## config.mk

```make
export PLATFORM = sky130hd
export DESIGN_NAME = multi_digit_display
export DESIGN_NICKNAME = d
export VERILOG_FILES = /design/src/rtl/display_pkg.sv /design/src/rtl/seg_decode.sv /design/src/rtl/multi_digit_display.sv
export SDC_FILE = /design/constraint.sdc
export NUM_CORES = 1
export LEC_CHECK = 0
export BUFFER_PORTS_ARGS = -buffer_cell sky130_fd_sc_hd__buf_2
export CORE_MARGIN = 4
export CORE_UTILIZATION = 45
export CTS_CLUSTER_DIAMETER = 50
export DETAILED_ROUTE_END_ITERATION = 10
export PLACE_DENSITY = 0.61
export RECOVER_POWER = 50
export SKIP_CTS_REPAIR_TIMING = 1
export SLEW_MARGIN = 20
export SYNTH_ARGS = -nofsm -noshare
export SYNTH_HDL_FRONTEND = slang
export SYNTH_SLANG_ARGS = --single-unit
```

## constraint.sdc

```tcl
create_clock -name Clk -period 2.65 [get_ports Clk]
set_input_delay 0.53 -clock Clk [delete_from_list [all_inputs] [get_ports Clk]]
set_output_delay 0.53 -clock Clk [all_outputs]
set_load 0.01 [all_outputs]
```

## src/rtl/display_pkg.sv

```systemverilog
// Shared digit codes, FSM state type and active-low segment table for the multiplexed display.
package display_pkg;

    localparam logic [3:0] DASH  = 4'hE;
    localparam logic [3:0] BLANK = 4'hF;

    typedef enum logic [1:0] {
        IDLE   = 2'd0,
        RANGE  = 2'd1,
        SHIFT  = 2'd2,
        COMMIT = 2'd3
    } state_t;

    // Active-low segments {a,b,c,d,e,f,g}, indexed by digit code; A-D render blank
    localparam logic [15:0][6:0] SEG_LUT = {
        7'b1111111,  // F blank
        7'b1111110,  // E dash
        7'b1111111,  // D
        7'b1111111,  // C
        7'b1111111,  // B
        7'b1111111,  // A
        7'b0000100,  // 9
        7'b0000000,  // 8
        7'b0001111,  // 7
        7'b0100000,  // 6
        7'b0100100,  // 5
        7'b1001100,  // 4
        7'b0000110,  // 3
        7'b0010010,  // 2
        7'b1001111,  // 1
        7'b0000001   // 0
    };

    function automatic logic [63:0] pow10(input int unsigned n);
        logic [63:0] p;
        p = 64'd1;
        for (int unsigned i = 0; i < n; i++) begin
            p = p * 64'd10;
        end
        return p;
    endfunction

endpackage

```

## src/rtl/seg_decode.sv

```systemverilog
// Maps a 4-bit digit code to active-low seven-segment drive (out[6]=a .. out[0]=g).
module seg_decode
    import display_pkg::*;
(
    input  logic [3:0] i_code,
    output logic [6:0] o_seg_c
);

    assign o_seg_c = SEG_LUT[i_code];

endmodule

```

## src/rtl/multi_digit_display.sv

```systemverilog
// Multi-channel binary-to-BCD converter with time-multiplexed seven-segment scan.
// Optional build macro LEADING_ZERO_BLANK_EN blanks leading zeros of in-range channels.
module multi_digit_display
    import display_pkg::*;
#(
    parameter int unsigned NUM_WIDTH    = 14,
    parameter int unsigned NUM_CH       = 2,
    parameter int unsigned DIGITS       = 4,
    parameter int unsigned REFRESH_BITS = 17
) (
    input  logic                          Clk,
    input  logic                          Rst_n,
    input  logic [NUM_CH*NUM_WIDTH-1:0]   Number,
    input  logic                          Load,
    output logic                          Busy,
    output logic [6:0]                    out7,
    output logic [NUM_CH*DIGITS-1:0]      en_out
);

    localparam int unsigned NUM_DIG = NUM_CH * DIGITS;
    localparam int unsigned BCD_W   = DIGITS * 4;
    localparam int unsigned CH_W    = (NUM_CH > 1) ? $clog2(NUM_CH) : 1;
    localparam int unsigned BIT_W   = $clog2(NUM_WIDTH + 1);
    localparam int unsigned SCAN_W  = (NUM_DIG > 1) ? $clog2(NUM_DIG) : 1;
    localparam logic [63:0] LIMIT   = pow10(DIGITS);

    state_t                        r_state;
    state_t                        w_next;
    logic                          w_accept;
    logic                          w_store;
    logic                          w_commit;
    logic                          w_busy_nxt;

    logic [NUM_CH*NUM_WIDTH-1:0]   r_num;
    logic [CH_W-1:0]               r_ch;
    logic [BIT_W-1:0]              r_bit;
    logic [NUM_WIDTH-1:0]          r_bin;
    logic [BCD_W-1:0]              r_bcd;
    logic                          r_ovf;
    logic                          r_busy;
    logic [3:0]                    r_work [NUM_DIG];
    logic [3:0]                    r_disp [NUM_DIG];

    logic [NUM_WIDTH-1:0]          w_ch_val;
    logic [BCD_W-1:0]              w_bcd_adj;
    logic [BCD_W+NUM_WIDTH-1:0]    w_sh;
    logic [BCD_W-1:0]              w_bcd_sh;
    logic [NUM_WIDTH-1:0]          w_bin_sh;
    logic [3:0]                    w_dig [DIGITS];
    logic                          w_last;
    logic                          w_last_ch;

    logic [REFRESH_BITS-1:0]       r_refresh;
    logic [SCAN_W-1:0]             r_scan;
    logic [6:0]                    r_out7;
    logic [NUM_DIG-1:0]            r_en;
    logic [6:0]                    w_seg_c;

    assign w_last    = (r_bit == BIT_W'(NUM_WIDTH - 1));
    assign w_last_ch = (r_ch == CH_W'(NUM_CH - 1));

    // FSM state register
    always_ff @(posedge Clk or negedge Rst_n) begin
        if (!Rst_n) r_state <= IDLE;
        else        r_state <= w_next;
    end

    // FSM next-state
    always_comb begin
        w_next = r_state;
        unique case (r_state)
            IDLE:    if (Load) w_next = RANGE;
            RANGE:   w_next = SHIFT;
            SHIFT:   if (w_last) w_next = w_last_ch ? COMMIT : RANGE;
            COMMIT:  w_next = IDLE;
            default: w_next = IDLE;
        endcase
    end

    // FSM control strobes
    always_comb begin
        w_accept   = 1'b0;
        w_store    = 1'b0;
        w_commit   = 1'b0;
        w_busy_nxt = (w_next != IDLE);
        unique case (r_state)
            IDLE:    w_accept = Load;
            SHIFT:   w_store  = w_last;
            COMMIT:  w_commit = 1'b1;
            default: ;
        endcase
    end

    // Active channel select from the shadow capture
    always_comb begin
        w_ch_val = '0;
        for (int c = 0; c < NUM_CH; c++) begin
            if (r_ch == CH_W'(c)) w_ch_val = r_num[c*NUM_WIDTH +: NUM_WIDTH];
        end
    end

    // One double-dabble step: add 3 to digits >= 5, then shift left
    always_comb begin
        w_bcd_adj = r_bcd;
        for (int d = 0; d < int'(DIGITS); d++) begin
            if (r_bcd[d*4 +: 4] >= 4'd5) w_bcd_adj[d*4 +: 4] = r_bcd[d*4 +: 4] + 4'd3;
        end
        w_sh     = {w_bcd_adj, r_bin} << 1;
        w_bcd_sh = w_sh[NUM_WIDTH +: BCD_W];
        w_bin_sh = w_sh[NUM_WIDTH-1:0];
    end

`ifdef LEADING_ZERO_BLANK_EN
    logic w_lead;
`endif

    // Final digit codes for the channel just converted (MSD scanned first)
    always_comb begin
`ifdef LEADING_ZERO_BLANK_EN
        w_lead = 1'b1;
`endif
        for (int d = int'(DIGITS) - 1; d >= 0; d--) begin
            w_dig[d] = w_bcd_sh[d*4 +: 4];
`ifdef LEADING_ZERO_BLANK_EN
            if (w_lead && (w_dig[d] == 4'd0) && (d != 0)) w_dig[d] = BLANK;
            else                                          w_lead   = 1'b0;
`endif
            if (r_ovf) w_dig[d] = DASH;
        end
    end

    // Conversion datapath and buffers
    always_ff @(posedge Clk or negedge Rst_n) begin
        if (!Rst_n) begin
            r_num  <= '0;
            r_ch   <= '0;
            r_bit  <= '0;
            r_bin  <= '0;
            r_bcd  <= '0;
            r_ovf  <= 1'b0;
            r_busy <= 1'b0;
            for (int i = 0; i < NUM_DIG; i++) begin
                r_work[i] <= BLANK;
                r_disp[i] <= BLANK;
            end
        end else begin
            r_busy <= w_busy_nxt;
            if (w_accept) begin
                r_num <= Number;
                r_ch  <= '0;
            end
            if (r_state == RANGE) begin
                r_bin <= w_ch_val;
                r_bcd <= '0;
                r_bit <= '0;
                r_ovf <= (64'(w_ch_val) >= LIMIT);
            end
            if (r_state == SHIFT) begin
                r_bin <= w_bin_sh;
                r_bcd <= w_bcd_sh;
                r_bit <= r_bit + BIT_W'(1);
            end
            if (w_store) begin
                for (int c = 0; c < NUM_CH; c++) begin
                    for (int d = 0; d < DIGITS; d++) begin
                        if (r_ch == CH_W'(c)) r_work[c*DIGITS + d] <= w_dig[d];
                    end
                end
                r_ch <= r_ch + CH_W'(1);
            end
            if (w_commit) begin
                for (int i = 0; i < NUM_DIG; i++) r_disp[i] <= r_work[i];
            end
        end
    end

    seg_decode u_seg_decode (
        .i_code  (r_disp[r_scan]),
        .o_seg_c (w_seg_c)
    );

    // Free-running scan: dwell counter advances the digit index on wrap
    always_ff @(posedge Clk or negedge Rst_n) begin
        if (!Rst_n) begin
            r_refresh <= '0;
            r_scan    <= '0;
            r_out7    <= 7'b1111111;
            r_en      <= '1;
        end else begin
            r_refresh <= r_refresh + REFRESH_BITS'(1);
            if (&r_refresh) begin
                r_scan <= (r_scan == SCAN_W'(NUM_DIG - 1)) ? '0 : r_scan + SCAN_W'(1);
            end
            r_en   <= ~(NUM_DIG'(1) << r_scan);
            r_out7 <= w_seg_c;
        end
    end

    assign Busy   = r_busy;
    assign out7   = r_out7;
    assign en_out = r_en;

endmodule

```

Word level (Yosys, flattened, before mapping)
Memories as Yosys holds them, arrays and structs flattened. A register that Yosys moved wholly into a read port is not among the register bits.
Cells that the tools add are included.
- add/sub/neg operators: 8
- order comparisons: 6
- equal/unequal tests: 5
- shifts and indexed selects: 1
- muxes and demuxes: 28
- bitwise operators: 3
- reduce and logical (&&, ||, !) cells: 8
- operator list (cell ; number):
    2-to-1 mux 4 bit ; 11
    2-to-1 mux 14 bit ; 3
    2-to-1 mux 16 bit ; 2
    adder 17 x 1 -> 17 bit, second input constant ; 1
    AND reduction 17 bit ; 1
    >= comparator 4 x 3 -> 1 bit, second input constant ; 4
    >= comparator 14 bit, second input constant ; 1
    adder 4 x 2 -> 4 bit, second input constant ; 3
    binary-select mux 4 bit (select 3 bit) ; 1
    inverter 8 bit ; 1
    one-hot mux 2 bit (4 select lines) ; 1
    left shift 1 x 3 -> 8 bit, first input constant ; 1
    2-to-1 mux 2 bit ; 3
    2-to-1 mux 3 bit ; 2
    nonzero test 2 bit ; 3
    2-to-1 mux 1 bit ; 5
    adder 4 x 1 -> 4 bit, second input constant ; 1
    equality test 2 bit, second input constant ; 2
    equality test 4 bit, second input constant ; 1
    >= comparator 4 bit, second input constant ; 1
    inverter 3 -> 4 bit ; 1
    AND reduction 2 bit ; 2
    adder 3 x 1 -> 3 bit, second input constant ; 1
    adder 3 x 2 -> 3 bit, second input constant ; 1
    6 further kinds ; 6
- bits in registers: 159
- bits in read-only memories: 112
- input bits: 31
- output and inout bits: 16
- word-level logic and storage cells: 87
- memories kept: 1
- memory list (name ; words ; width ; rd ports ; clocked after Yosys merged registers in ; wr ports ; RTL line ; text):
    (name not given) ; 16 ; 7 ; 1 ; 1 ; 0 ; seg_decode.sv:9 ; assign o_seg_c = SEG_LUT[i_code];

Depth between registers and ports, before layout
Gate-level depths: netlist of the first run.
- word-level depth: 4
- depth in mapped cells: 8
- mapped depth without buffers: 7

By module
Synthesis of the first run repeated with hierarchy kept, for this count alone.
- cells, all modules: 624
- area total of the unflattened synthesis: 7548.5 sq um
- by module, submodules not included (module ; instances ; cells an instance ; area each (sq um) ; sequential area each (sq um)):
    multi_digit_display ; 1 ; 591 ; 7330.8 ; 4252.8
    seg_decode ; 1 ; 33 ; 217.7 ; 0.0

Least setup slack after synthesis of the first run
No wires, ideal clock.
- path type: reg-to-reg
- start point: register r_scan[0]
- end point: register r_out7[0] (netlist: out7[0])
- setup time: 0.089 ns
- arrival time: 1.912 ns
- data required time: 2.561 ns
- path slack: 0.650 ns
- stages on the path, launching flop included: 9
- path buffers: 1
- clock period less this slack: 2.000 ns
- cells stage by stage: dfrtp_1 > buf_6 > mux4_2 > mux2i_1 > inv_1 > ha_1 > inv_1 > mux2_4 > mux2i_4
- word-level cells in the longest chain between the ends: 4
- RTL lines (what ; RTL line ; text):
    start: declaration ; multi_digit_display.sv:54 ; logic [SCAN_W-1:0] r_scan;
    start signal: assignment ; multi_digit_display.sv:192 ; r_scan <= (r_scan == SCAN_W'(NUM_DIG - 1)) ? '0 : r_scan + SCAN_W'(1);
    inverter 3 -> 4 bit (implied by the code) ; multi_digit_display.sv:178 ; .i_code (r_disp[r_scan]),
    binary-select mux 4 bit (select 3 bit) ; multi_digit_display.sv:178 ;
    2-to-1 mux 4 bit (implied by the code) (2 in series) ; multi_digit_display.sv:178 ;
    end: declaration ; multi_digit_display.sv:55 ; logic [6:0] r_out7;
No other way between the ends. The select of a mux whose other input is x is not followed.
A chain may end at the register's enable or synchronous reset.

Final worst setup path of the first run
Ends and elaborated chain as after synthesis.

==> results.yml, run 1 <==
pwr:
  p_clk_frac: 0.340
  switching_share: 0.2822
  power.total_uw: 7181
  power.switching_uw: 2027
  seq_power_share: 0.442
  leakagePower_uw: 0.003688
  intPower_uw: 5154
  powerDensity_nw_per_um2: 828.4
  power_frac_comb: 0.217
  ir_worst_vdd_mv: 0.4952
cts:
  htreeDepth: 4
  worstSkewPairLatency_ns: 0.43
  cts-root-buf: "clkbuf_16"
  clock_path_buffers: 2
  clock_sinks: 166
  cts_tree: "built"
  cts_buffers: 17
  cts.clk_slew.worst_paths_ns: 0.06
synth:
  ys_ff_latch: 166
  synth_cells: 628
  synthArstFlopShare: 1.000
  synth_flop_cell: "dfrtp_1"
  syn_avg_cell_area_um2: 12.14
  synth_compound_area_frac: 0.07503
  synth_top_family_by_area: "multiplexers"
  ys_warn_count: 0
  syn_area_um2: 7621
  synth-xor-area-share: 0.02069
  synth_nets: 688
  yosysSeqAreaShare: 0.5580
  synthSimpleGateAreaFrac: 0.08833
  synth_cell_types: 42
  synth-adder-area-share: 0.04761
  synth_edf_count: 0
  muxShareOfSynthArea: 0.1783
detailed_routing:
  remaining_drc_errors: 0
  num_vias: 4749
  viasPerCell: 5.248
  drt_iter0_drc: 281
  wl_per_cell_um: 15.72
  drt_pass1_iterations: 5
  postRouteAntennaNets: 0
  drt_wl_total_um: 14230
worst_setup_path:
  cp_data_required_time_ns: 2.99
  crit_top_cell: "inv_1"
  path_class: "reg -> reg"
  slowest_delay_ns: 0.62
  cp_slowest_cell: "dfrtp_1"
  worstSetupEndpointType: "flop"
  crit_chain: "mux4_2 -> mux2i_1 -> inv_1 -> ha_1 -> inv_1 -> mux2_4 -> mux2i_4"
  rrSetupSlack_ns: 0.29
  crit_path_max_fanout: 8
  cp.arrival_ns: 2.70
  critPathLaunchType: "flop"
grt:
  antenna_found_initial: 0
  grtUsageTotal: 0.1583
  grt_first_pass_wirelength_um: 24670
  gr-usage-met2: 0.2459
  use_met3: 0.03419
  grt_overflow: 0
  globalRouteMet1Util: 0.2182
  busiest_layer: "met2"
  grt_pass1_vias: 4902
  grt_max_degree: 71
worst_hold_path:
  min_path_type: "in -> reg"
timing:
  finalSetupTns_ns: 0
  fin_hold_ws_ns: 0.3309
  final_hold_viol_count: 0
  setup_viol: 0
  slew_violations: 70
  slew_headroom: -0.1406
  worst_clock_skew_ns: 0.009543
  tightest_slew_ns: 1.711
  finalCritPeriodShare: 0.8910
  grt_setup_unrepaired: "false"
  worst_slack_ns: 0.2890
  timing.fmax_mhz: 423.5
  min_period_ns: 2.361
finish:
  layout_commonest_cell: "dfrtp_1"
  num_antenna_cells: 0
  fillers: 1425
  final-seq-area_um2: 4253
  multiInputGateArea_um2: 3124
  drive_gt1_frac: 0.3781
  stdcell_area_um2: 8668
  final_cell_mix: "87 x dfrtp_1, 79 x mux2_2, 79 x dfstp_2"
  nets: 734
  syn_to_final_growth_pct: 13.74
job:
  maxCapViolations: 1
placed_design:
  io_buffers: 46
  place_area_um2: 8113
  place_ws_ns: 0.2852
  gp_congestion: 0.8176
  dpl.hpwl_um: 10050
die:
  die-area_um2: 19080
  die_y_um: 138.1
  placementRows: 47
  io_pins: 47
  start_util: 0.4596
  core_um2: 16580
  die_w_um: 138.1
outcome:
  outcome: "complete, but fails checks"
  violations: "capacitance limit, slew limit"
-- critical path: cells and delay by family, from the launching register on --
| kind | cells | cell delay [ns] |
|---|---|---|
| fa+ha+maj | 1 | 0.24 |
| buf+inv | 2 | 0.22 |
| flops | 1 | 0.62 |
| mux | 4 | 1.21 |
-- layout make-up --
| class | count | share of cell area |
|---|---|---|
| repair buffers | 58 | 0.03753 |
| multi-input cells | 402 | 0.3604 |
| clock inverters | 8 | 0.01097 |
| inverters | 29 | 0.01256 |
| well taps | 220 | 0.03176 |
| flip-flops and latches | 166 | 0.4906 |
| clock buffers | 22 | 0.05615 |
-- worst paths after layout --
path,from,to,depth (start not counted)
max in group asynchronous,Rst_n,r_num[1],2
hold reg to reg,r_work[28],r_work[28],2
min in group asynchronous,Rst_n,r_num[12],1
setup / recovery,r_scan[0],out7[0],7
setup reg to reg,r_scan[0],out7[0],7
hold / removal,Number[17],r_num[17],2
-- Yosys cell counts, types with 4 or more instances --
master      n  area share
and4_1      4      0.0046
mux4_2      8       0.024
clkbuf_1   20      0.0099
dfrtp_1    87        0.29
nand2_1    68       0.033
and3_1      5      0.0041
xnor2_1    12       0.014
a21oi_1    16       0.011
buf_1       6      0.0030
dfstp_2    79        0.27
xor2_1      6      0.0069
o31ai_1     6      0.0059
nand3_1    13      0.0085
o22ai_1    14       0.011
nand2b_1    6      0.0049
nor3_1      4      0.0026
inv_1      29       0.014
mux2i_1    18       0.024
a31oi_1    20       0.016
o21ai_0    31       0.020
o2bb2ai_1   4      0.0046
nand4_1     4      0.0033
mux2_2     79        0.12
nor2_1     31       0.015
ha_1       29       0.048
-- power groups by stage --
stage	Combinational, uW	Sequential (uW)	Clock (uW)
after floorplan	1190	3130	0
after global placement	1520	3200	0
after detailed placement	1580	3220	0
after CTS	1590	3180	2510
after global routing	1760	3230	2620
final	1560	3180	2440
-- registers in the layout (all words and copies together) (netlist names) --
register / cells
r_ovf: 1
en_out: 8
r_work: 32
r_bcd: 16
Busy: 1
r_scan: 3
r_ch: 1
r_refresh: 17
r_state: 2
out7: 7
r_bit: 4
r_disp: 32
r_num: 28
r_bin: 14
-- per-stage QoR --
step,std cells,utilization
after floorplan,628,-
after global placement,875,0.4892
after detailed placement,875,0.4892
after CTS,905,0.5243
after global routing,905,0.5227
final,905,0.5227
-- cell families after synthesis --
logic type / Yosys count
AND/OR/NAND/NOR: 147
XOR/XNOR: 18
flip-flops: 166
adder cells (fa/ha/maj): 29
AO/OA/AOI/OAI: 97
multiplexers: 111
buffers and inverters: 60
-- metal layers --
| metal | wire length [um] | up-vias |
|---|---|---|
| met5 | 0 | - |
| met4 | 158 | 0 |
| met2 | 6907 | 90 |
| met1 | 6594 | 2370 |
| met3 | 565 | 13 |
| li1 | - | 2276 |
No activity file was read; power rests on OpenSTA's default activity.
==> run 2, diff against run 1 <==
- SYNTH_HIERARCHICAL: default -> 1
==> run 2 against run 1 <==
- the flow still finishes with violations (capacitance limit, slew limit)
- sequential cell count did not move
- maximum frequency rose by 15%
- synthesized area fell by 0.95%
- clock-buffer cell count fell by 4
- power rose by 7.0%
- critical path type unchanged
- critical endpoint is now out7[5]
- highest routed layer unchanged
==> results.yml, run 2 <==
outcome:
  outcome: "complete, but fails checks"
  violations: "capacitance limit, slew limit"
job:
  maxCapViolations: 1
die:
  die_y_um: 137.5
  die-area_um2: 18910
  core_um2: 16520
  die_w_um: 137.5
  io_pins: 47
  placementRows: 47
  start_util: 0.4568
worst_setup_path:
  crit_path_max_fanout: 11
  worstSetupEndpointType: "flop"
  critPathTopFamily: "flip-flops"
  crit_chain: "mux4_2 -> nand2_1 -> nand2_1 -> inv_1 -> ha_1 -> o21ai_0 -> o21ai_1"
  cp.arrival_ns: 2.40
  cp_slowest_cell: "dfrtp_1"
  path_class: "reg -> reg"
  slowest_delay_ns: 0.64
  critPathLaunchType: "flop"
  crit_top_cell: "nand2_1"
  cp_data_required_time_ns: 3.00
  critPathBufInv: 1
synth:
  ys_warn_count: 6
  synth_cells: 624
  synth_edf_count: 0
  syn_avg_cell_area_um2: 12.10
  synthTopCellsByCount: "87 x dfrtp_1, 79 x dfstp_2, 76 x mux2_2"
  synth.top_cell.area_share: 0.2884
  synth_cell_types: 49
  yosysSeqAreaShare: 0.5634
  synth_nets: 683
  synthArstFlopShare: 1.000
  syn_area_um2: 7548
  synth_area_leaders: "dfrtp_1 29%, dfstp_2 27%, mux2_2 11%"
  yosysTopAreaCell: "dfrtp_1"
  synth_flop_cell: "dfrtp_1"
  ys_ff_latch: 166
  synth_most_common_cell: "dfrtp_1"
finish:
  nets: 738
  stdcell_area_um2: 8682
  layout_commonest_cell: "dfrtp_1"
  top_regs: "r_disp x32, r_work x32, r_num x28"
  num_antenna_cells: 0
  final_cell_mix: "87 x dfrtp_1, 79 x dfstp_2, 76 x mux2_2"
  syn_to_final_growth_pct: 15.02
  drive_gt1_frac: 0.3829
  final_cell_count_no_fill: 912
pwr:
  switching_share: 0.2895
  ir_worst_vdd_mv: 0.6244
  power.switching_uw: 2225
  leakagePower_uw: 0.003678
  powerDensity_nw_per_um2: 885.1
  p_clk_frac: 0.344
  intPower_uw: 5460
  power_frac_comb: 0.231
  seq_power_share: 0.425
timing:
  min_period_ns: 2.055
  worst_slack_ns: 0.5947
  setup_viol: 0
  slew_headroom: -0.06363
  slew_violations: 64
  finalSetupTns_ns: 0
  final_hold_viol_count: 0
  tightest_slew_ns: 1.595
  finalCritPeriodShare: 0.7756
  worst_clock_skew_ns: 0.01104
  timing.fmax_mhz: 486.5
  grt_setup_unrepaired: "false"
detailed_routing:
  remaining_drc_errors: 0
  wl_per_cell_um: 15.82
  num_vias: 4797
  drt_iter0_drc: 229
  viasPerCell: 5.260
  drt_pass1_iterations: 4
  postRouteAntennaNets: 0
  drt_wl_total_um: 14430
cts:
  clock_path_buffers: 2
  htreeDepth: 4
  cts-root-buf: "clkbuf_16"
  cts_tree: "built"
  cts_buffers: 17
  cts.clk_slew.worst_paths_ns: 0.06
  clock_sinks: 166
  worstSkewPairLatency_ns: 0.43
grt:
  grt_first_pass_wirelength_um: 24740
  grt_max_degree: 65
  grtUsageTotal: 0.1684
  antenna_found_initial: 0
  grt_pass1_vias: 4973
  grt_overflow: 0
placed_design:
  gp_congestion: 0.8132
  dpl.hpwl_um: 10060
  io_buffers: 46
  place_area_um2: 8058
  place_inst: 880
  place_ws_ns: 0.6037
worst_hold_path:
  min_path_type: "in -> reg"
-- run 2: changes by cell type after synthesis, sizes merged, moves of 5 or more --
cell and change:
clkbuf -10, buf +5, mux2i -6, a21oi +15
o21ai +11, a31oi -18
-- run 2: worst register-to-register path, cell delays in order, from the launching register on --
cell	delay, ns
dfrtp_1	0.64
mux4_2	0.37
nand2_1	0.08
nand2_1	0.14
inv_1	0.15
ha_1	0.26
o21ai_0	0.21
o21ai_1	0.11
-- run 2: logic make-up (layout without fill, tap and decap cells) --
family / count (synthesis) / in the layout / share of synthesized area
flops: 166 / 166 / 0.5634
mux: 101 / 101 / 0.1601
simple gates: 143 / 143 / 0.08935
buf+inv: 56 / 124 / 0.03282
compound gates: 111 / 111 / 0.08586
xor+xnor: 19 / 19 / 0.02205
fa+ha+maj: 28 / 28 / 0.04641
-- run 2: final timing paths --
path / from / endpoint / slack, ns / depth (start not counted)
max: r_scan[1] / out7[5] / 0.59 / 7
min: Number[12] / r_num[12] / 0.33 / 2
max reg2reg: r_scan[1] / out7[5] / 0.59 / 7
min reg2reg: r_work[0] / r_work[0] / 0.47 / 2
max in group asynchronous: Rst_n / r_state[1] / 0.78 / 2
min in group asynchronous: Rst_n / r_scan[0] / 0.52 / 1
-- run 2: metal layers --
layer,track usage,vias to the layer above,wire (um)
li1,-,2293,-
met1,0.2172,2429,6533
met2,0.2755,66,7247
met3,0.04821,9,534
met4,0.05211,0,116
met5,0,-,0
-- run 2: area by class of cell --
class                           count  area, um2
Clock inverter                     14      196.4
Inverter                           30      112.6
Tap cell                          220      275.3
Sequential cell                   166       4253
Clock buffer                       18      439.2
Fill cell                        1431       7843
Multi-Input combinational cell    402       3048
Timing Repair Buffer               62      357.8
-- run 2: through the flow --
| stage | util | hold slack, ns | total power [uW] |
|---|---|---|---|
| after floorplan | - | 0.2344 | 4594 |
| after detailed placement | 0.4876 | 0.4645 | 5120 |
| final | 0.5254 | 0.3276 | 7685 |
| after CTS | 0.5261 | 0.1136 | 7779 |
| after global placement | 0.4876 | 0.4593 | 5035 |
| after global routing | 0.5254 | 0.3134 | 8133 |
-- run 2: power groups by stage --
| stage | clock network, uW | logic, uW | registers (uW) |
|---|---|---|---|
| floorplan | 0 | 1390 | 3210 |
| global placement | 0 | 1740 | 3290 |
| detailed placement | 0 | 1800 | 3320 |
| CTS | 2690 | 1810 | 3270 |
| global route | 2820 | 1990 | 3330 |
| finish | 2640 | 1780 | 3270 |
